**src/rtl/xgemac_pkg.sv**
```systemverilog
`default_nettype none
// ============================================================================
// xgemac_pkg: shared rx word type, drain FSM states and length helper. Rev 1.0
// ============================================================================
package xgemac_pkg;

    localparam int XGE_DATA_W = 64;
    localparam int XGE_MOD_W  = 3;
    localparam int XGE_LEN_W  = 14;

    typedef struct packed {
        logic [XGE_DATA_W-1:0] data;
        logic                  sop;
        logic                  eop;
        logic [XGE_MOD_W-1:0]  mod;
        logic                  err;
    } rx_word_t;

    typedef enum logic [1:0] {
        RX_IDLE = 2'd0,
        RX_READ = 2'd1,
        RX_DONE = 2'd2
    } rx_drain_state_e;

    localparam int FLAG_MAC_ERR  = 0;
    localparam int FLAG_FRAMING  = 1;
    localparam int FLAG_RUNT     = 2;
    localparam int FLAG_OVERSIZE = 3;

    // Add one word's byte count to a running length, saturating at all-ones.
    function automatic logic [XGE_LEN_W-1:0] len_accum(
        input logic [XGE_LEN_W-1:0] len,
        input logic                 eop,
        input logic [XGE_MOD_W-1:0] mod
    );
        logic [3:0]         add;
        logic [XGE_LEN_W:0] sum;
        add = (!eop || (mod == '0)) ? 4'd8 : {1'b0, mod};
        sum = {1'b0, len} + {{(XGE_LEN_W + 1 - 4){1'b0}}, add};
        return sum[XGE_LEN_W] ? {XGE_LEN_W{1'b1}} : sum[XGE_LEN_W-1:0];
    endfunction

endpackage
`default_nettype wire

```
**src/rtl/xgemac_skid_buf2.sv**
```systemverilog
`default_nettype none
// ============================================================================
// xgemac_skid_buf2: 2-entry ordered FIFO of rx words with occupancy output. Rev 1.0
// ============================================================================
module xgemac_skid_buf2
    import xgemac_pkg::*;
(
    input  logic     clk,
    input  logic     rst_n,
    input  logic     i_push,
    input  rx_word_t i_push_word,
    input  logic     i_pop,
    output logic [1:0] o_cnt,
    output rx_word_t o_head
);

    rx_word_t   mem0_q, mem0_d;
    rx_word_t   mem1_q, mem1_d;
    logic       wr_ptr_q, wr_ptr_d;
    logic       rd_ptr_q, rd_ptr_d;
    logic [1:0] cnt_q, cnt_d;
    logic       w_do_pop;
    logic       w_do_push;

    assign w_do_pop  = i_pop && (cnt_q != 2'd0);
    // A push into a full buffer is only taken when the head leaves in the same cycle.
    assign w_do_push = i_push && ((cnt_q != 2'd2) || w_do_pop);

    always_comb begin
        mem0_d   = mem0_q;
        mem1_d   = mem1_q;
        wr_ptr_d = wr_ptr_q;
        rd_ptr_d = rd_ptr_q;
        if (w_do_push) begin
            if (wr_ptr_q) begin
                mem1_d = i_push_word;
            end else begin
                mem0_d = i_push_word;
            end
            wr_ptr_d = ~wr_ptr_q;
        end
        if (w_do_pop) begin
            rd_ptr_d = ~rd_ptr_q;
        end
        cnt_d = cnt_q + {1'b0, w_do_push} - {1'b0, w_do_pop};
    end

    always_ff @(posedge clk or negedge rst_n) begin
        if (!rst_n) begin
            mem0_q   <= '0;
            mem1_q   <= '0;
            wr_ptr_q <= 1'b0;
            rd_ptr_q <= 1'b0;
            cnt_q    <= 2'd0;
        end else begin
            mem0_q   <= mem0_d;
            mem1_q   <= mem1_d;
            wr_ptr_q <= wr_ptr_d;
            rd_ptr_q <= rd_ptr_d;
            cnt_q    <= cnt_d;
        end
    end

    assign o_cnt  = cnt_q;
    assign o_head = rd_ptr_q ? mem1_q : mem0_q;

endmodule
`default_nettype wire

```
**src/rtl/xgemac_rx_pkt_drain.sv**
```systemverilog
`default_nettype none
// ============================================================================
// xgemac_rx_pkt_drain: drains whole MAC rx frames to a valid/ready stream with
// per-frame length/status and running counters. Rev 1.0
// ============================================================================
module xgemac_rx_pkt_drain
    import xgemac_pkg::*;
#(
    parameter int MIN_LEN = 64,
    parameter int MAX_LEN = 1518,
    parameter int CNT_W   = 32
) (
    input  logic                  clk_156m25,
    input  logic                  reset_156m25_n,
    input  logic                  cfg_enable,
    input  logic                  pkt_rx_avail,
    output logic                  pkt_rx_ren,
    input  logic                  pkt_rx_val,
    input  logic [XGE_DATA_W-1:0] pkt_rx_data,
    input  logic                  pkt_rx_sop,
    input  logic                  pkt_rx_eop,
    input  logic [XGE_MOD_W-1:0]  pkt_rx_mod,
    input  logic                  pkt_rx_err,
    output logic                  out_valid,
    input  logic                  out_ready,
    output logic [XGE_DATA_W-1:0] out_data,
    output logic                  out_sop,
    output logic                  out_eop,
    output logic [XGE_MOD_W-1:0]  out_mod,
    output logic                  out_err,
    output logic                  stat_valid,
    output logic [XGE_LEN_W-1:0]  stat_len,
    output logic [3:0]            stat_flags,
    output logic [CNT_W-1:0]      pkt_cnt,
    output logic [CNT_W-1:0]      err_cnt
);

    localparam logic [1:0] ST_IDLE = RX_IDLE;
    localparam logic [1:0] ST_READ = RX_READ;
    localparam logic [1:0] ST_DONE = RX_DONE;

    localparam logic [XGE_LEN_W-1:0] C_MIN_LEN = XGE_LEN_W'(MIN_LEN);
    localparam logic [XGE_LEN_W-1:0] C_MAX_LEN = XGE_LEN_W'(MAX_LEN);

    logic [1:0]           state_q, state_d;
    logic                 ren_q;
    logic [XGE_LEN_W-1:0] len_q, len_d;
    logic                 framing_q, framing_d;
    logic                 mac_err_q, mac_err_d;
    logic                 first_q, first_d;
    logic [CNT_W-1:0]     pkt_cnt_q, pkt_cnt_d;
    logic [CNT_W-1:0]     err_cnt_q, err_cnt_d;

    logic [1:0]           w_cnt;
    rx_word_t             w_head;
    rx_word_t             w_push_word;
    logic                 w_pop;
    logic                 w_accept;
    logic                 w_sop_err;
    logic                 w_framing_now;
    logic                 w_mac_now;
    logic [2:0]           w_occ_next;
    logic [XGE_LEN_W-1:0] w_len_next;
    logic [3:0]           w_final_flags;
    logic [3:0]           w_done_flags;

    assign out_valid = (w_cnt != 2'd0);
    assign w_pop     = out_valid && out_ready;
    // A returning word is only genuine if a read was issued the cycle before.
    assign w_accept  = pkt_rx_val && ren_q;

    // Occupancy once this cycle's in-flight word lands and any pop leaves.
    assign w_occ_next = {1'b0, w_cnt} + {2'b0, ren_q} - {2'b0, w_pop};
    assign pkt_rx_ren = (state_q == ST_READ) && !(pkt_rx_val && pkt_rx_eop)
                        && (w_occ_next <= 3'd1);

    assign w_len_next = len_accum(len_q, pkt_rx_eop, pkt_rx_mod);
    assign w_sop_err  = w_accept ? (first_q ? !pkt_rx_sop : pkt_rx_sop)
                                 : (pkt_rx_val && (state_q == ST_READ));
    assign w_framing_now = framing_q || w_sop_err;
    assign w_mac_now     = mac_err_q || (w_accept && pkt_rx_err);

    always_comb begin
        w_final_flags                = '0;
        w_final_flags[FLAG_MAC_ERR]  = w_mac_now;
        w_final_flags[FLAG_FRAMING]  = w_framing_now;
        w_final_flags[FLAG_RUNT]     = (w_len_next < C_MIN_LEN);
        w_final_flags[FLAG_OVERSIZE] = (w_len_next > C_MAX_LEN);
    end

    always_comb begin
        w_done_flags                = '0;
        w_done_flags[FLAG_MAC_ERR]  = mac_err_q;
        w_done_flags[FLAG_FRAMING]  = framing_q;
        w_done_flags[FLAG_RUNT]     = (len_q < C_MIN_LEN);
        w_done_flags[FLAG_OVERSIZE] = (len_q > C_MAX_LEN);
    end

    always_comb begin
        w_push_word.data = pkt_rx_data;
        w_push_word.sop  = pkt_rx_sop;
        w_push_word.eop  = pkt_rx_eop;
        w_push_word.mod  = pkt_rx_mod;
        w_push_word.err  = pkt_rx_eop ? (|w_final_flags) : pkt_rx_err;
    end

    xgemac_skid_buf2 u_skid (
        .clk         (clk_156m25),
        .rst_n       (reset_156m25_n),
        .i_push      (w_accept),
        .i_push_word (w_push_word),
        .i_pop       (w_pop),
        .o_cnt       (w_cnt),
        .o_head      (w_head)
    );

    always_comb begin
        state_d   = state_q;
        len_d     = len_q;
        framing_d = framing_q;
        mac_err_d = mac_err_q;
        first_d   = first_q;
        pkt_cnt_d = pkt_cnt_q;
        err_cnt_d = err_cnt_q;
        case (state_q)
            ST_IDLE: begin
                if (pkt_rx_avail && cfg_enable) begin
                    state_d   = ST_READ;
                    len_d     = '0;
                    framing_d = 1'b0;
                    mac_err_d = 1'b0;
                    first_d   = 1'b1;
                end
            end
            ST_READ: begin
                framing_d = w_framing_now;
                mac_err_d = w_mac_now;
                if (w_accept) begin
                    len_d   = w_len_next;
                    first_d = 1'b0;
                    if (pkt_rx_eop) begin
                        state_d = ST_DONE;
                    end
                end
            end
            ST_DONE: begin
                state_d   = ST_IDLE;
                pkt_cnt_d = pkt_cnt_q + CNT_W'(1);
                err_cnt_d = err_cnt_q + CNT_W'(w_done_flags != 4'd0);
            end
            default: begin
                state_d = ST_IDLE;
            end
        endcase
    end

    always_ff @(posedge clk_156m25 or negedge reset_156m25_n) begin
        if (!reset_156m25_n) begin
            state_q   <= ST_IDLE;
            ren_q     <= 1'b0;
            len_q     <= '0;
            framing_q <= 1'b0;
            mac_err_q <= 1'b0;
            first_q   <= 1'b0;
            pkt_cnt_q <= '0;
            err_cnt_q <= '0;
        end else begin
            state_q   <= state_d;
            ren_q     <= pkt_rx_ren;
            len_q     <= len_d;
            framing_q <= framing_d;
            mac_err_q <= mac_err_d;
            first_q   <= first_d;
            pkt_cnt_q <= pkt_cnt_d;
            err_cnt_q <= err_cnt_d;
        end
    end

    assign out_data   = w_head.data;
    assign out_sop    = w_head.sop;
    assign out_eop    = w_head.eop;
    assign out_mod    = w_head.mod;
    assign out_err    = w_head.err;
    assign stat_valid = (state_q == ST_DONE);
    assign stat_len   = stat_valid ? len_q : '0;
    assign stat_flags = stat_valid ? w_done_flags : 4'd0;
    assign pkt_cnt    = pkt_cnt_q;
    assign err_cnt    = err_cnt_q;

endmodule
`default_nettype wire

```
**config.mk**
```make
export PLATFORM = sky130hd
export DESIGN_NAME = xgemac_rx_pkt_drain
export DESIGN_NICKNAME = d
export VERILOG_FILES = /design/src/rtl/xgemac_pkg.sv /design/src/rtl/xgemac_skid_buf2.sv /design/src/rtl/xgemac_rx_pkt_drain.sv
export SDC_FILE = /design/constraint.sdc
export NUM_CORES = 1
export LEC_CHECK = 0
export CELL_PAD_IN_SITES_DETAIL_PLACEMENT = 0
export CELL_PAD_IN_SITES_GLOBAL_PLACEMENT = 1
export CORE_UTILIZATION = 45
export CTS_CLUSTER_DIAMETER = 100
export CTS_CLUSTER_SIZE = 28
export DETAILED_ROUTE_END_ITERATION = 6
export DONT_BUFFER_PORTS = 1
export PLACE_DENSITY_LB_ADDON = 0.1
export REMOVE_ABC_BUFFERS = 1
export SETUP_SLACK_MARGIN = 0.2
export SYNTH_ARGS = -nofsm -noshare
export SYNTH_HDL_FRONTEND = slang
export SYNTH_SLANG_ARGS = --single-unit
```
**constraint.sdc**
```tcl
create_clock -name clk_156m25 -period 3.35 [get_ports clk_156m25]
set_input_delay 0.67 -clock clk_156m25 [delete_from_list [all_inputs] [get_ports clk_156m25]]
set_output_delay 0.67 -clock clk_156m25 [all_outputs]
set_load 0.03 [all_outputs]
```
==> Word-level counts from Yosys, hierarchy flattened <==
Index checks and enable logic that the tools add are counted.
{ "classes": {"n_lt_le_gt_ge": 5, "n_eq_ne": 6, "mux": 21, "addsub": 7, "bitwise_logic": 2, "n_reduce_logical": 28} }
{ "ops": {"columns": ["operator", "count"], "rows": [
  ["$mux 70", 1],
  ["$mux 14", 4],
  ["$add 32x1->32", 1],
  ["$add 32x1->32 const B", 1],
  ["$gt 14x11->1 const B", 2],
  ["$lt 14x7->1 const B", 2],
  ["$pmux 14 s2", 1],
  ["$add 14x4->15", 1],
  ["$logic_and 1x1->1", 10],
  ["$mux 4", 2],
  ["$mux 1", 6],
  ["$mux 2", 3],
  ["$ne 2x2->1 const B", 3],
  ["$pmux 1 s2", 3],
  ["$reduce_and 2->1", 3],
  ["$reduce_and 3->1", 2],
  ["$logic_or 1x1->1", 4],
  ["$pmux 2 s2", 1],
  ["$reduce_bool 2->1", 2],
  ["$reduce_bool 4->1", 1],
  ["$reduce_or 4->1", 1],
  ["$add 2x1->3", 1],
  ["$le 3x1->1 const B", 1],
  ["$logic_not 1->1", 3],
  ["9 further kinds", 10]
]} }
{ "totals": {"elab_cells": 90, "regBits": 228, "in_bits": 76, "out_inout_bits": 155} }

==> Longest topological paths before layout <==
{ "depth": {"ltp_word": 8, "depth_mapped": 13, "ltp_nobuf": 12} }

==> By module <==
A second synthesis with hierarchy kept.
{ "hier_totals": {"cells_unflattened": 857, "hier_area_um2": 11410.9} }
{ "by_module_without_submodules": {"columns": ["mod", "cells_each", "area_each_um2", "instances", "seq_area_each_um2"], "rows": [
  ["xgemac_skid_buf2", 390, 6951.7, 1, 3603.5],
  ["xgemac_rx_pkt_drain", 467, 4459.3, 1, 2102.0]
]} }

==> Worst setup path before layout <==
OpenSTA, ideal clock, no wires.
{ "synth_timing": {"kind": "reg-to-output", "startpoint": "register u_skid.cnt_q[1], in the netlist u_skid.o_cnt[1]", "endpoint": "output pkt_rx_ren", "t_required_ns": 2.680, "stages_incl_launch_ff": 9, "slack_ns": -0.856, "arrival_time_ns": 3.536, "path_buffers": 0, "cell_sequence": "dfrtp_1 -> inv_1 -> nand2_1 -> and2_1 -> ha_1 -> inv_1 -> ha_1 -> fa_1 -> a2111oi_0"} }
{ "synth_between": {"elab_chain_len": 5, "elab_cells_between_ends": 6, "cone_classes": "add/sub: 2; order compare: 1; reduce/logical: 3"} }
{ "synth_lines": {"columns": ["item", "line", "text"], "rows": [
  ["start: declaration", "xgemac_skid_buf2.sv:21", "logic [1:0] cnt_q, cnt_d;"],
  ["start signal: assignment", "xgemac_skid_buf2.sv:60", "cnt_q <= cnt_d;"],
  ["$reduce_bool 2->1", "xgemac_rx_pkt_drain.sv:67", "assign out_valid = (w_cnt != 2'd0);"],
  ["net out_valid", "xgemac_rx_pkt_drain.sv:24", "output logic out_valid,"],
  ["$logic_and 1x1->1", "xgemac_rx_pkt_drain.sv:68", "assign w_pop = out_valid && out_ready;"],
  ["$sub 3x1->3", "xgemac_rx_pkt_drain.sv:73", "assign w_occ_next = {1'b0, w_cnt} + {2'b0, ren_q} - {2'b0, w_pop};"],
  ["$le 3x1->1", "xgemac_rx_pkt_drain.sv:75", "&& (w_occ_next <= 3'd1);"],
  ["$logic_and 1x1->1", "xgemac_rx_pkt_drain.sv:75", null],
  ["end: declaration", "xgemac_rx_pkt_drain.sv:17", "output logic pkt_rx_ren,"]
]} }
The timed path passes the listed nets, and every way through them passes these cells.

==> Worst setup path in the final report <==
{ "layout_timing": {"startpoint": "register u_skid.cnt_q[1], in the netlist u_skid.o_cnt[1]", "endpoint": "output pkt_rx_ren"} }
{ "layout_between": {"elab_chain_len": 5, "elab_cells_between_ends": 6, "cone_classes": "add/sub: 2; order compare: 1; reduce/logical: 3"} }
{ "layout_lines": {"columns": ["item", "line"], "rows": [
  ["branches (longest 2 deep; another with $add 2x1->3)", null],
  ["$sub 3x1->3 (*)", "xgemac_rx_pkt_drain.sv:73"],
  ["$le 3x1->1 (*)", "xgemac_rx_pkt_drain.sv:75"],
  ["$logic_and 1x1->1 (*)", "xgemac_rx_pkt_drain.sv:75"]
]} }
Every way passes the cells marked *.

==> results.tsv <==
metric	value	unit
crit_type	register to output pin	
final_nets	936	
num_rows	55	
drt-pass1-iter-count	4	
synth.area.top_cells	dfrtp_1 (54%), mux2_2 (22%), xnor2_1 (3.5%)	
yosys.area.top_type	dfrtp_1	
crit_buf_inv	3	
crit_top_cell	ha_4	
crit_path_top_delay_cell	fa_2	
port_buffers	0	
synthSimpleGateAreaFrac	10.6	%
ys_types	63	
synth_xor_area_share	5.50	%
critPathRequiredTime	2.68	ns
synth-compound-area-share	4.51	%
power.density	873	mW/mm^2
antenna_cells	0	
pwr-share-seq	42.3	%
cap_violations	0	
hpwlAfterDp	16.1	mm
max_stage_delay	0.43	ns
async_flop_share	100	%
fmax	0.305	GHz
wirelength	23.4	mm
tightest_slew	1.00	ns
tritoncts	yes	
wl_per_cell	20.1	um
ios	231	
setup_viol	0	
start_util	46.5	%
clock_power_share	16.0	%
grt_max_degree	229	
grt_overflow	0	
worst_ir_drop_vdd	0.738	mV
period_minus_slack	3.28	ns
period_share	97.8	%
synth_warnings	0	
fp.dieH	156	um
path_cells	inv_2 -> nand2_2 -> and2_4 -> ha_4 -> inv_4 -> ha_4 -> fa_2 -> a2111oi_4 -> buf_6	
power_switching_share	39.2	%
final_cell_mix	dfrtp_1 (226), mux2_2 (208), nand2_1 (49)	
finalPower	10100	uW
drt_iter0_markers	403	
grt_pass1_vias	6882	
numCtsBuffers	12	
netlist.area_leader.share	53.5	%
grt_pass1_wl	37.3	mm
nFillCells	1991	
rsz0062_at_grt	true	
num_vias	6432	
yosysSeqAreaShare	53.5	%
cts_buffer_depth	3	
htreeDepth	1	
combPwrFrac	41.7	%
skew	0.0111	ns
syn_avg_cell_area	12.7	um^2
p_sw	3980	uW
end_kind	output pin	
grt_antenna_before_repair	0	
layout_commonest_cell	dfrtp_1	
cts_root_buffer	clkbuf_16	
grtUsageTotal	19.3	%
globalplace.congestion	0.850	
holdWs	-0.119	ns
crit_family	adder cells	
dieArea	0.0243	mm^2
coreArea	0.0229	mm^2
path_clk_slew	0.10	ns
violations	negative hold slack	
synthAdderAreaFrac	1.67	%
fin_area	0.0116	mm^2
synth_top_family_by_area	multiplexers	
area.growth.synth_to_final	8.99	%
slew_headroom	33.3	%
ys_ff_latch	228	
syn_area	0.0107	mm^2
hold_violations	228	
die_w	156	um
synth_edf_count	0	
numClockSinks	228	
remaining_drc_errors	0	
clock_latency	0.48	ns
synthFlopType	dfrtp_1	
viasPerCell	5.54	
cp-start-kind	register	
place_area	0.0110	mm^2
drive_gt1_share	33.7	%
worstPathMaxFanout	2	
postRouteAntennaNets	0	
power.internal	6160	uW
power_leakage	0.00519	uW
final_max_slew_viol_count	0	
synth_mux_area_share	22.3	%
synthCells	840	
worstPathArrival	2.61	ns
hp-class	input port to asynchronous set/reset pin	
status	finished with violations	
cell usage after synthesis (3+ instances only):
master	instances
a311oi_1	4
nor2_1	41
inv_1	11
clkbuf_1	20
a21oi_1	15
a21o_1	3
nand2_1	51
mux2i_1	3
and4_1	4
dfrtp_1	228
o21ai_0	13
nor3_2	4
buf_2	11
xnor2_1	43
a31oi_1	4
mux2_2	208
a211oi_1	3
nand2b_1	4
and2_1	21
and3_1	16
ha_1	11
nand3_1	23
nor3_1	10
o31ai_1	3
nand4_1	15
xor2_1	24
sequential cells by signal, summed over array words and instances (netlist names):
register and flops:
err_cnt 32, first_q 1, framing_q 1, len_q 14
mac_err_q 1, pkt_cnt 32, ren_q 1, state_q 2
u_skid.mem0_q 70, u_skid.mem1_q 70, u_skid.o_cnt 2, u_skid.rd_ptr_q 1
u_skid.wr_ptr_q 1
through the flow:
stage	TNS, ns	hold WS [ns]	setup WS, ns	instances	utilization [%]
finish	0	-0.119	0.0746	1161	50.7
floorplan	-100.89	0.374	-1.42	805	-
global placement	0	0.380	0.339	1128	48.1
global route	-0.0100	-0.154	-0.0100	1161	50.7
detailed placement	0	0.379	0.308	1128	48.1
CTS	-0.0499	-0.147	-0.0499	1161	50.6
power groups by stage:
| stage | registers (uW) | clock network, uW | logic (uW) |
|---|---|---|---|
| floorplan | 4200 | 0 | 3330 |
| global placement | 4270 | 0 | 3860 |
| detailed placement | 4350 | 0 | 3940 |
| CTS | 4300 | 1690 | 4220 |
| global route | 4420 | 1800 | 4450 |
| finish | 4290 | 1620 | 4230 |
layer usage:
layer	routed length [um]	track usage (%)	vias to the layer above	part of all wire (%)
li1	-	-	2969	-
met1	9490	23.9	3263	41
met2	11700	33.1	169	50
met3	1610	4.97	31	6.9
met4	625	5.46	0	2.7
met5	0	0	-	0
logic make-up after synthesis:
| logic type | after synthesis |
|---|---|
| flops | 228 |
| mux | 211 |
| simple gates | 208 |
| xor+xnor | 67 |
| compound gates | 66 |
| buf+inv | 47 |
| fa+ha+maj | 13 |
what timing repair did:
item | CTS | global route
buffers inserted | 18 | 0
gates resized for setup | 21 | 4
setup endpoints to repair | 1 | 5
endpoints found under the hold margin | 228 | 228
pin swaps | 6 | 3
path summary, 6_finish.rpt:
check / startpoint / slack [ns] / cells after the start / end
min: reset_156m25_n / -0.12 / 0 / pkt_cnt[27]
max reg2reg: len_q[5] / 0.43 / 12 / err_cnt[28]
min reg2reg: u_skid.mem1_q[12] / 0.51 / 1 / u_skid.mem1_q[12]
max in group asynchronous: reset_156m25_n / 3.03 / 0 / len_q[8]
max: u_skid.o_cnt[1] / 0.07 / 9 / pkt_rx_ren
min in group clk_156m25: pkt_rx_eop / 0.32 / 1 / state_q[1]
final cells by class:
class                      count  area (um^2)  area share, %
clock buffer                  13          325           2.80
tap                          313          392           3.37
inverter                      12         52.6          0.452
sequential                   228         5710           49.1
clock inverter                 2         28.8          0.248
timing repair buffer          28          289           2.49
multi-input combinational    565         4820           41.5
(Power assumes the default switching activity.)
